<file path="src/rtl/pipeline_hazard_ctrl_if.sv">
`default_nettype none
// +--------------------------------------------------------------------------+
// | Module   : pipeline_hazard_ctrl_if                                       |
// | Brief    : Hazard inputs, stall/flush controls and perf counters bundle  |
// | Revision : 1.0                                                           |
// +--------------------------------------------------------------------------+
interface pipeline_hazard_ctrl_if #(
  parameter int CNT_W = 32
);
  logic [4:0]       rs1D;
  logic [4:0]       rs2D;
  logic             use_rs1D;
  logic             use_rs2D;
  logic [4:0]       rdE;
  logic             loadE;
  logic             validE;
  logic             redirectE;
  logic             mem_reqM;
  logic             mem_readyM;
  logic             validM;
  logic             clr_cnt;

  logic             stallF;
  logic             stallD;
  logic             stallE;
  logic             stallM;
  logic             flushD;
  logic             bubbleE;
  logic             busy;
  logic             mem_timeout;
  logic [CNT_W-1:0] cycle_cnt;
  logic [CNT_W-1:0] instret_cnt;
  logic [CNT_W-1:0] stall_cnt;

  // Pipeline side: drives hazard sources, consumes controls and counters.
  modport master (
    output rs1D, rs2D, use_rs1D, use_rs2D, rdE, loadE, validE, redirectE,
           mem_reqM, mem_readyM, validM, clr_cnt,
    input  stallF, stallD, stallE, stallM, flushD, bubbleE, busy, mem_timeout,
           cycle_cnt, instret_cnt, stall_cnt
  );

  modport slave (
    input  rs1D, rs2D, use_rs1D, use_rs2D, rdE, loadE, validE, redirectE,
           mem_reqM, mem_readyM, validM, clr_cnt,
    output stallF, stallD, stallE, stallM, flushD, bubbleE, busy, mem_timeout,
           cycle_cnt, instret_cnt, stall_cnt
  );
endinterface
`default_nettype wire

</file>
<file path="src/rtl/pipeline_hazard_ctrl.sv">
`default_nettype none
// +--------------------------------------------------------------------------+
// | Module   : pipeline_hazard_ctrl                                          |
// | Brief    : F/D/E/M stall/flush controller, perf counters, mem watchdog   |
// | Revision : 1.0                                                           |
// +--------------------------------------------------------------------------+
module pipeline_hazard_ctrl #(
  parameter int CNT_W       = 32,
  parameter int TIMEOUT_W   = 8,
  parameter int MEM_TIMEOUT = 200
) (
  input  logic                  clk,
  input  logic                  rst_n,
  pipeline_hazard_ctrl_if.slave hz
);

  localparam logic [0:0]           c_RUN      = 1'b0;
  localparam logic [0:0]           c_MEM_WAIT = 1'b1;
  localparam logic [TIMEOUT_W-1:0] c_WD_MAX   = {TIMEOUT_W{1'b1}};
  localparam logic [TIMEOUT_W-1:0] c_WD_LIMIT = TIMEOUT_W'(MEM_TIMEOUT);

  logic [0:0]           r_state;
  logic [0:0]           w_stateNext;
  logic                 w_memWait;
  logic                 w_rs1Hit;
  logic                 w_rs2Hit;
  logic                 w_loadUse;
  logic [TIMEOUT_W-1:0] r_wdCnt;
  logic [TIMEOUT_W-1:0] w_wdInc;
  logic                 r_memTimeout;
  logic [CNT_W-1:0]     r_cycleCnt;
  logic [CNT_W-1:0]     r_instretCnt;
  logic [CNT_W-1:0]     r_stallCnt;

  assign w_memWait = hz.mem_reqM & ~hz.mem_readyM;
  assign w_rs1Hit  = hz.use_rs1D & (hz.rs1D == hz.rdE);
  assign w_rs2Hit  = hz.use_rs2D & (hz.rs2D == hz.rdE);
  assign w_loadUse = hz.validE & hz.loadE & (hz.rdE != 5'd0) & (w_rs1Hit | w_rs2Hit);

  // A memory wait freezes the whole pipe, so redirect/load-use stay pending in E.
  always_comb begin
    hz.stallF  = 1'b0;
    hz.stallD  = 1'b0;
    hz.stallE  = 1'b0;
    hz.stallM  = 1'b0;
    hz.flushD  = 1'b0;
    hz.bubbleE = 1'b0;
    if (w_memWait) begin
      hz.stallF = 1'b1;
      hz.stallD = 1'b1;
      hz.stallE = 1'b1;
      hz.stallM = 1'b1;
    end else if (hz.redirectE) begin
      hz.flushD  = 1'b1;
      hz.bubbleE = 1'b1;
    end else if (w_loadUse) begin
      hz.stallF  = 1'b1;
      hz.stallD  = 1'b1;
      hz.bubbleE = 1'b1;
    end
  end

  always_comb begin
    w_stateNext = r_state;
    case (r_state)
      c_RUN:      if (w_memWait)     w_stateNext = c_MEM_WAIT;
      c_MEM_WAIT: if (hz.mem_readyM) w_stateNext = c_RUN;
      default:                       w_stateNext = c_RUN;
    endcase
  end

  assign w_wdInc = (r_wdCnt == c_WD_MAX) ? r_wdCnt : r_wdCnt + TIMEOUT_W'(1);

  always_ff @(posedge clk) begin
    if (!rst_n) begin
      r_state      <= c_RUN;
      r_wdCnt      <= '0;
      r_memTimeout <= 1'b0;
    end else begin
      r_state <= w_stateNext;
      if (r_state == c_RUN) begin
        if (w_memWait) begin
          r_wdCnt <= '0;
        end
      end else begin
        r_wdCnt <= w_wdInc;
        // Sticky error only; the FSM keeps waiting for the memory.
        if (w_wdInc >= c_WD_LIMIT) begin
          r_memTimeout <= 1'b1;
        end
      end
    end
  end

  always_ff @(posedge clk) begin
    if (!rst_n || hz.clr_cnt) begin
      r_cycleCnt   <= '0;
      r_instretCnt <= '0;
      r_stallCnt   <= '0;
    end else begin
      r_cycleCnt <= r_cycleCnt + CNT_W'(1);
      if (hz.validM && !w_memWait) begin
        r_instretCnt <= r_instretCnt + CNT_W'(1);
      end
      if (hz.stallF) begin
        r_stallCnt <= r_stallCnt + CNT_W'(1);
      end
    end
  end

  assign hz.busy        = (r_state == c_MEM_WAIT);
  assign hz.mem_timeout = r_memTimeout;
  assign hz.cycle_cnt   = r_cycleCnt;
  assign hz.instret_cnt = r_instretCnt;
  assign hz.stall_cnt   = r_stallCnt;

endmodule
`default_nettype wire
</file>
<file path="src/flat_wrapper.sv">
// flat-port wrapper written by rule: the top's interface ports become plain ports
module pipeline_hazard_ctrl_flat 
#(
  parameter int CNT_W       = 32,
  parameter int TIMEOUT_W   = 8,
  parameter int MEM_TIMEOUT = 200
)
  (clk, rst_n, hz_rs1D, hz_rs2D, hz_use_rs1D, hz_use_rs2D, hz_rdE, hz_loadE, hz_validE, hz_redirectE, hz_mem_reqM, hz_mem_readyM, hz_validM, hz_clr_cnt, hz_stallF, hz_stallD, hz_stallE, hz_stallM, hz_flushD, hz_bubbleE, hz_busy, hz_mem_timeout, hz_cycle_cnt, hz_instret_cnt, hz_stall_cnt);
  pipeline_hazard_ctrl_if #(.CNT_W(CNT_W)) hz_i ();
  input  logic clk;
  input  logic rst_n;
  input wire logic [$bits(hz_i.rs1D)-1:0] hz_rs1D;
  input wire logic [$bits(hz_i.rs2D)-1:0] hz_rs2D;
  input wire logic [$bits(hz_i.use_rs1D)-1:0] hz_use_rs1D;
  input wire logic [$bits(hz_i.use_rs2D)-1:0] hz_use_rs2D;
  input wire logic [$bits(hz_i.rdE)-1:0] hz_rdE;
  input wire logic [$bits(hz_i.loadE)-1:0] hz_loadE;
  input wire logic [$bits(hz_i.validE)-1:0] hz_validE;
  input wire logic [$bits(hz_i.redirectE)-1:0] hz_redirectE;
  input wire logic [$bits(hz_i.mem_reqM)-1:0] hz_mem_reqM;
  input wire logic [$bits(hz_i.mem_readyM)-1:0] hz_mem_readyM;
  input wire logic [$bits(hz_i.validM)-1:0] hz_validM;
  input wire logic [$bits(hz_i.clr_cnt)-1:0] hz_clr_cnt;
  output wire logic [$bits(hz_i.stallF)-1:0] hz_stallF;
  output wire logic [$bits(hz_i.stallD)-1:0] hz_stallD;
  output wire logic [$bits(hz_i.stallE)-1:0] hz_stallE;
  output wire logic [$bits(hz_i.stallM)-1:0] hz_stallM;
  output wire logic [$bits(hz_i.flushD)-1:0] hz_flushD;
  output wire logic [$bits(hz_i.bubbleE)-1:0] hz_bubbleE;
  output wire logic [$bits(hz_i.busy)-1:0] hz_busy;
  output wire logic [$bits(hz_i.mem_timeout)-1:0] hz_mem_timeout;
  output wire logic [$bits(hz_i.cycle_cnt)-1:0] hz_cycle_cnt;
  output wire logic [$bits(hz_i.instret_cnt)-1:0] hz_instret_cnt;
  output wire logic [$bits(hz_i.stall_cnt)-1:0] hz_stall_cnt;
  assign hz_i.rs1D = hz_rs1D;
  assign hz_i.rs2D = hz_rs2D;
  assign hz_i.use_rs1D = hz_use_rs1D;
  assign hz_i.use_rs2D = hz_use_rs2D;
  assign hz_i.rdE = hz_rdE;
  assign hz_i.loadE = hz_loadE;
  assign hz_i.validE = hz_validE;
  assign hz_i.redirectE = hz_redirectE;
  assign hz_i.mem_reqM = hz_mem_reqM;
  assign hz_i.mem_readyM = hz_mem_readyM;
  assign hz_i.validM = hz_validM;
  assign hz_i.clr_cnt = hz_clr_cnt;
  assign hz_stallF = hz_i.stallF;
  assign hz_stallD = hz_i.stallD;
  assign hz_stallE = hz_i.stallE;
  assign hz_stallM = hz_i.stallM;
  assign hz_flushD = hz_i.flushD;
  assign hz_bubbleE = hz_i.bubbleE;
  assign hz_busy = hz_i.busy;
  assign hz_mem_timeout = hz_i.mem_timeout;
  assign hz_cycle_cnt = hz_i.cycle_cnt;
  assign hz_instret_cnt = hz_i.instret_cnt;
  assign hz_stall_cnt = hz_i.stall_cnt;
  pipeline_hazard_ctrl #(.CNT_W(CNT_W), .TIMEOUT_W(TIMEOUT_W), .MEM_TIMEOUT(MEM_TIMEOUT)) u_core (.clk(clk), .rst_n(rst_n), .hz(hz_i));
endmodule
</file>
<file path="config.mk">
export PLATFORM = sky130hd
export DESIGN_NAME = pipeline_hazard_ctrl_flat
export DESIGN_NICKNAME = d
export VERILOG_FILES = /design/src/rtl/pipeline_hazard_ctrl_if.sv /design/src/rtl/pipeline_hazard_ctrl.sv /design/src/flat_wrapper.sv
export SDC_FILE = /design/constraint.sdc
export NUM_CORES = 1
export LEC_CHECK = 0
export BUFFER_PORTS_ARGS = -buffer_cell sky130_fd_sc_hd__buf_2
export CORE_MARGIN = 3
export CORE_UTILIZATION = 55
export CTS_BUF_LIST = sky130_fd_sc_hd__clkbuf_4 sky130_fd_sc_hd__clkbuf_8
export DETAILED_ROUTE_END_ITERATION = 16
export PLACE_DENSITY_LB_ADDON = 0.25
export SLEW_MARGIN = 20
export SYNTH_ARGS = -nofsm -noshare
export SYNTH_HDL_FRONTEND = slang
export SYNTH_SLANG_ARGS = --single-unit
</file>
<file path="constraint.sdc">
create_clock -name clk -period 2 [get_ports clk]
set_input_delay 0 -clock clk [delete_from_list [all_inputs] [get_ports clk]]
set_output_delay 0 -clock clk [all_outputs]
set_load 0.03 [all_outputs]
</file>
# Yosys cells after proc, flatten, opt, wreduce, memory -nomap -nowiden
# Index checks and enable logic that the tools add are counted.
[word_totals]
reg_bits = 106
input_bits = 26
out_inout_bits = 104
elab_cells = 43
[op_classes]
n_addsub = 4
order_cmp = 1
n_eq_ne = 3
n_mux = 13
n_bitwise = 9
reduce_logical = 7
[ops]
columns = ["cell", "count"]
rows = [
  ["$add A32 B1 Y32 const B", 3],
  ["$mux W8", 3],
  ["$eq A5 B5 Y1", 2],
  ["$mux W1", 9],
  ["$add A8 B1 Y8 const B", 1],
  ["$eq A8 B8 Y1 const B", 1],
  ["$ge A8 B8 Y1 const B", 1],
  ["$and A1 B1 Y1", 6],
  ["$reduce_bool A5 Y1", 1],
  ["$logic_not A1 Y1", 2],
  ["$not A1 Y1", 2],
  ["$pmux W1 S2", 1],
  ["$reduce_and A2 Y1", 1],
  ["$reduce_bool A2 Y1", 1],
  ["$logic_and A1 B1 Y1", 1],
  ["$logic_or A1 B1 Y1", 1],
  ["$or A1 B1 Y1", 1],
]

# Logic depth before layout (Yosys ltp)
[logic_depth]
depth_word = 7
mapped_depth = 8
depth_no_buf = 7

# Worst setup path after synthesis
# No wires, ideal clock.
[synth_path]
kind = "reg-to-reg"
startpoint = "register u_core.r_stallCnt[0] (netlist: u_core.hz.stall_cnt[0])"
endpoint = "register u_core.r_stallCnt[26] (netlist: u_core.hz.stall_cnt[26])"
setup_time_ns = 0.070
arrival_ns = 1.945
path_slack_ns = -0.015
stages_incl_launch_ff = 8
path_buffers = 1
synth_period_minus_slack_ns = 2.015
path_cell_list = "dfxtp_1 -> ha_1 -> and3_1 -> clkbuf_1 -> and4_1 -> nand4_1 -> or3_2 -> a21oi_1"
[synth_between]
elab_chain_cells = 1
[synth_lines]
columns = ["element", "line_no", "text"]
rows = [
  ["from (decl)", "pipeline_hazard_ctrl.sv:33", "logic [CNT_W-1:0] r_stallCnt;"],
  ["from (signal assigned)", "pipeline_hazard_ctrl.sv:106", "r_stallCnt <= r_stallCnt + CNT_W'(1);"],
  ["$add A32 B1 Y32", "pipeline_hazard_ctrl.sv:106", ""],
]
# No other way between the ends.
# A chain may end at the register's enable or synchronous reset.

# Worst setup path in the final report
[layout_path]
startpoint = "register u_core.r_cycleCnt[7] (netlist: u_core.hz.cycle_cnt[7])"
endpoint = "register u_core.r_cycleCnt[27] (netlist: u_core.hz.cycle_cnt[27])"
[layout_between]
elab_chain_cells = 1
[layout_lines]
columns = ["element", "line_no", "text"]
rows = [
  ["from (decl)", "pipeline_hazard_ctrl.sv:31", "logic [CNT_W-1:0] r_cycleCnt;"],
  ["from (signal assigned)", "pipeline_hazard_ctrl.sv:101", "r_cycleCnt <= r_cycleCnt + CNT_W'(1);"],
  ["$add A32 B1 Y32", "pipeline_hazard_ctrl.sv:101", ""],
]
# No other way between the ends.

==> qor.yml <==
hold_violations: 0
crit_fanout: 7
first_iter_violations: 155
path_class: "flip-flop to flip-flop"
avgViaCountPerCell: 5.59
area_growth_syn_to_layout_pct: 21.1
cts_tree: "yes"
final_nets: 763
synth_edf_count: 0
maxSlewViolCount: 0
avgSynthCellArea_um2: 8.52
synth_area_um2: 5080
post-route-min-period_ps: 1830
worstPathRequired_ps: 2300
crit_arrival_ps: 2130
overflow: 0
path_clk_slew_ps: 110
fill_cells: 745
grt_pass1_wl_mm: 19.7
setup_viol_count_final: 0
finalPower_w: 0.00366
slowest_delay_ps: 430
comb_power_share_pct: 5.5
antenna_cells: 0
cts.htree.levels: 3
insertion_delay_ps: 360
area.sequential_um2: 2130
use_met2_pct: 40.9
skew_ps: 13.9
synth_seq_cells: 106
gr-usage-met1_pct: 27.4
busiest_layer: "met2"
synth_seq_area_share_pct: 41.8
grt_pass1_vias: 4420
synth_ff_type: "dfxtp_1"
hpwl_mm: 8.92
slew_headroom_pct: 64.9
critical_path.slowest_cell: "dfxtp_1"
drive_gt1_share_pct: 26.4
numPortBuffers: 129
synthArstFlopShare_pct: 0
min_path_type: "input port to flip-flop"
cp-start-kind: "flip-flop"
worst_setup_path_end_kind: "flip-flop"
use_met3_pct: 5.53
cts.sinks: 106
die-area_um2: 10400
antenna_found_initial: 0
maxCapViolations: 0
pin_count: 130
power_density_nw_per_um2: 594
switching_power_w: 0.000873
detail-route-antenna-nets: 0
switching_share_pct: 23.9
clockPowerShare_pct: 36.3
max_freq_mhz: 546
cts_made_buffers: 9
tightest_slew_ps: 521
cts.path.max_buffers: 2
first_pass_iters: 4
initial_core_util_pct: 57.4
row_count: 34
vdd_drop_max_v: 0.000536
cts_root_buf: "clkbuf_8"
grt_use_total_pct: 22.9
vias: 4728
tns_ps: 0
core_area_um2: 8850
ys_types: 49
die_x_um: 102
power_leakage_nw: 2.54
whs_path_depth: 3
ys_warn_count: 0
crit_chain: "nand4_4 > nor4_4 > and3_1 > nand2b_4 > or3_1 > a21oi_1"
syn_inst: 596
status: "complete, no violations"
multi_input_area_um2: 2760
place.gp.congestion: 0.832
die_y_um: 102
p_seq_share_pct: 58.2
finalWirelength_mm: 12.0
remaining_drc_errors: 0
intPower_w: 0.00278
grt_max_degree: 64
routedWlPerCell_um: 14.2
syn_nets: 626
cts_post_setup_buffers_inserted: 0
rsz0062_at_grt: "false"
final.period_utilization_pct: 91.6
reg2regPathDepth: 6
## power by group through the flow
stage / Combinational [W] / Sequential (W) / Clock (W)
floorplan: 0.000127 / 0.00218 / 0
global placement: 0.000190 / 0.00218 / 0
detailed placement: 0.000196 / 0.00218 / 0
CTS: 0.000202 / 0.00213 / 0.00136
global route: 0.000221 / 0.00213 / 0.00144
finish: 0.000202 / 0.00213 / 0.00133
## flip-flops by register name, indices dropped and copies added (netlist names)
name	flops
u_core.hz.cycle_cnt	32
u_core.hz.instret_cnt	32
u_core.hz.stall_cnt	32
u_core.r_wdCnt	8
u_core.hz.busy	1
u_core.hz.mem_timeout	1
## metal layers
metal	vias up	share of wire (%)
met4	0	1.5
li1	2390	-
met2	109	51
met1	2215	43
met3	14	4.9
met5	-	0
## timing repair
item	in CTS	in global routing
resized for setup	0	4
endpoints found under the setup margin	0	10
hold buffers	4	0
hold endpoints to repair	3	0
## stage by stage
| step | util [%] | instances | setup slack [ps] | hold slack [ps] | instance area [µm²] |
|---|---|---|---|---|---|
| after global placement | 66.6 | 826 | 198 | 176 | 5900 |
| after floorplan | - | 596 | 4.23 | 79.3 | 5080 |
| after detailed placement | 66.6 | 826 | 124 | 180 | 5900 |
| after global routing | 69.5 | 846 | 17.5 | 219 | 6150 |
| after CTS | 69.4 | 846 | 103 | 189 | 6140 |
| final | 69.5 | 846 | 168 | 198 | 6150 |
## cells in the mapped netlist, drive strengths merged (13+ instances only)
library cell	instances	area share (%)
dfxtp	106	42
nor2	72	5.4
a21oi	48	4.7
o21ai	41	4.0
nand3	40	4.0
xor2	40	6.9
or3	38	4.8
nand4	34	4.5
nand2	29	2.1
xnor2	23	4.0
and3	22	2.7
clkbuf	18	1.5
buf	13	2.1
## worst max-delay path, delay by kind of cell (launching register included)
kind / cells / cell delay (ps)
DFF: 1 / 430
and+or+nand+nor: 5 / 1220
AOI/OAI and AO/OA: 1 / 140
## kinds of logic (layout without fill, tap and decap cells)
kind of cell	count (synthesis)	after routing	share of synthesized area, %
AND/OR/NAND/NOR	275	275	30.0
buffers and inverters	42	184	4.36
AO/OA/AOI/OAI	105	105	11.8
XOR/XNOR	63	63	10.9
multiplexers	1	1	0.197
flip-flops	106	106	41.8
adder cells (fa/ha/maj)	4	4	0.986
## area by class of cell
cell class / count / area share (%)
clock buffers: 9 / 2.01
multi-input cells: 448 / 44.8
repair buffers: 157 / 14.5
well taps: 108 / 2.20
clock inverters: 7 / 1.26
flip-flops and latches: 106 / 34.6
inverters: 11 / 0.671
## placed cells by master, fill, tap and decap left out, types with 2 or more instances in the layout
cell and instances:
o31ai_1 2, dfxtp_2 3, nor3_2 2, or4_1 2, xnor2_1 23, dlygate4sd3_1 4, or3_2 6, clkbuf_8 9
nand2_1 29, a211oi_1 5, nor4b_1 2, clkinv_4 2, dfxtp_1 103, buf_2 129, nand4_1 33, a21oi_1 48
xor2_1 40, nand3_2 2, nor2_1 70, and4_1 11, buf_4 22, or3_1 32, nand3_1 38, and3_1 22
o21ai_0 41, nand2b_4 2, nor4_4 2, nor2b_1 3, and2_1 6, inv_1 11, buf_12 2, clkinv_2 2
ha_1 3, nor3_1 6
## final timing paths
check,slack [ps],to,startpoint
setup / recovery,170,u_core.hz.cycle_cnt[27]$_SDFF_PP0_,u_core.hz.cycle_cnt[7]$_SDFF_PP0_
hold / removal,200,u_core.hz.instret_cnt[9]$_SDFFE_PP0P_,hz_clr_cnt
setup reg to reg,170,u_core.hz.cycle_cnt[27]$_SDFF_PP0_,u_core.hz.cycle_cnt[7]$_SDFF_PP0_
hold reg to reg,460,u_core.hz.cycle_cnt[0]$_SDFF_PP0_,u_core.hz.cycle_cnt[0]$_SDFF_PP0_
Power figures use the tool's default switching activity.
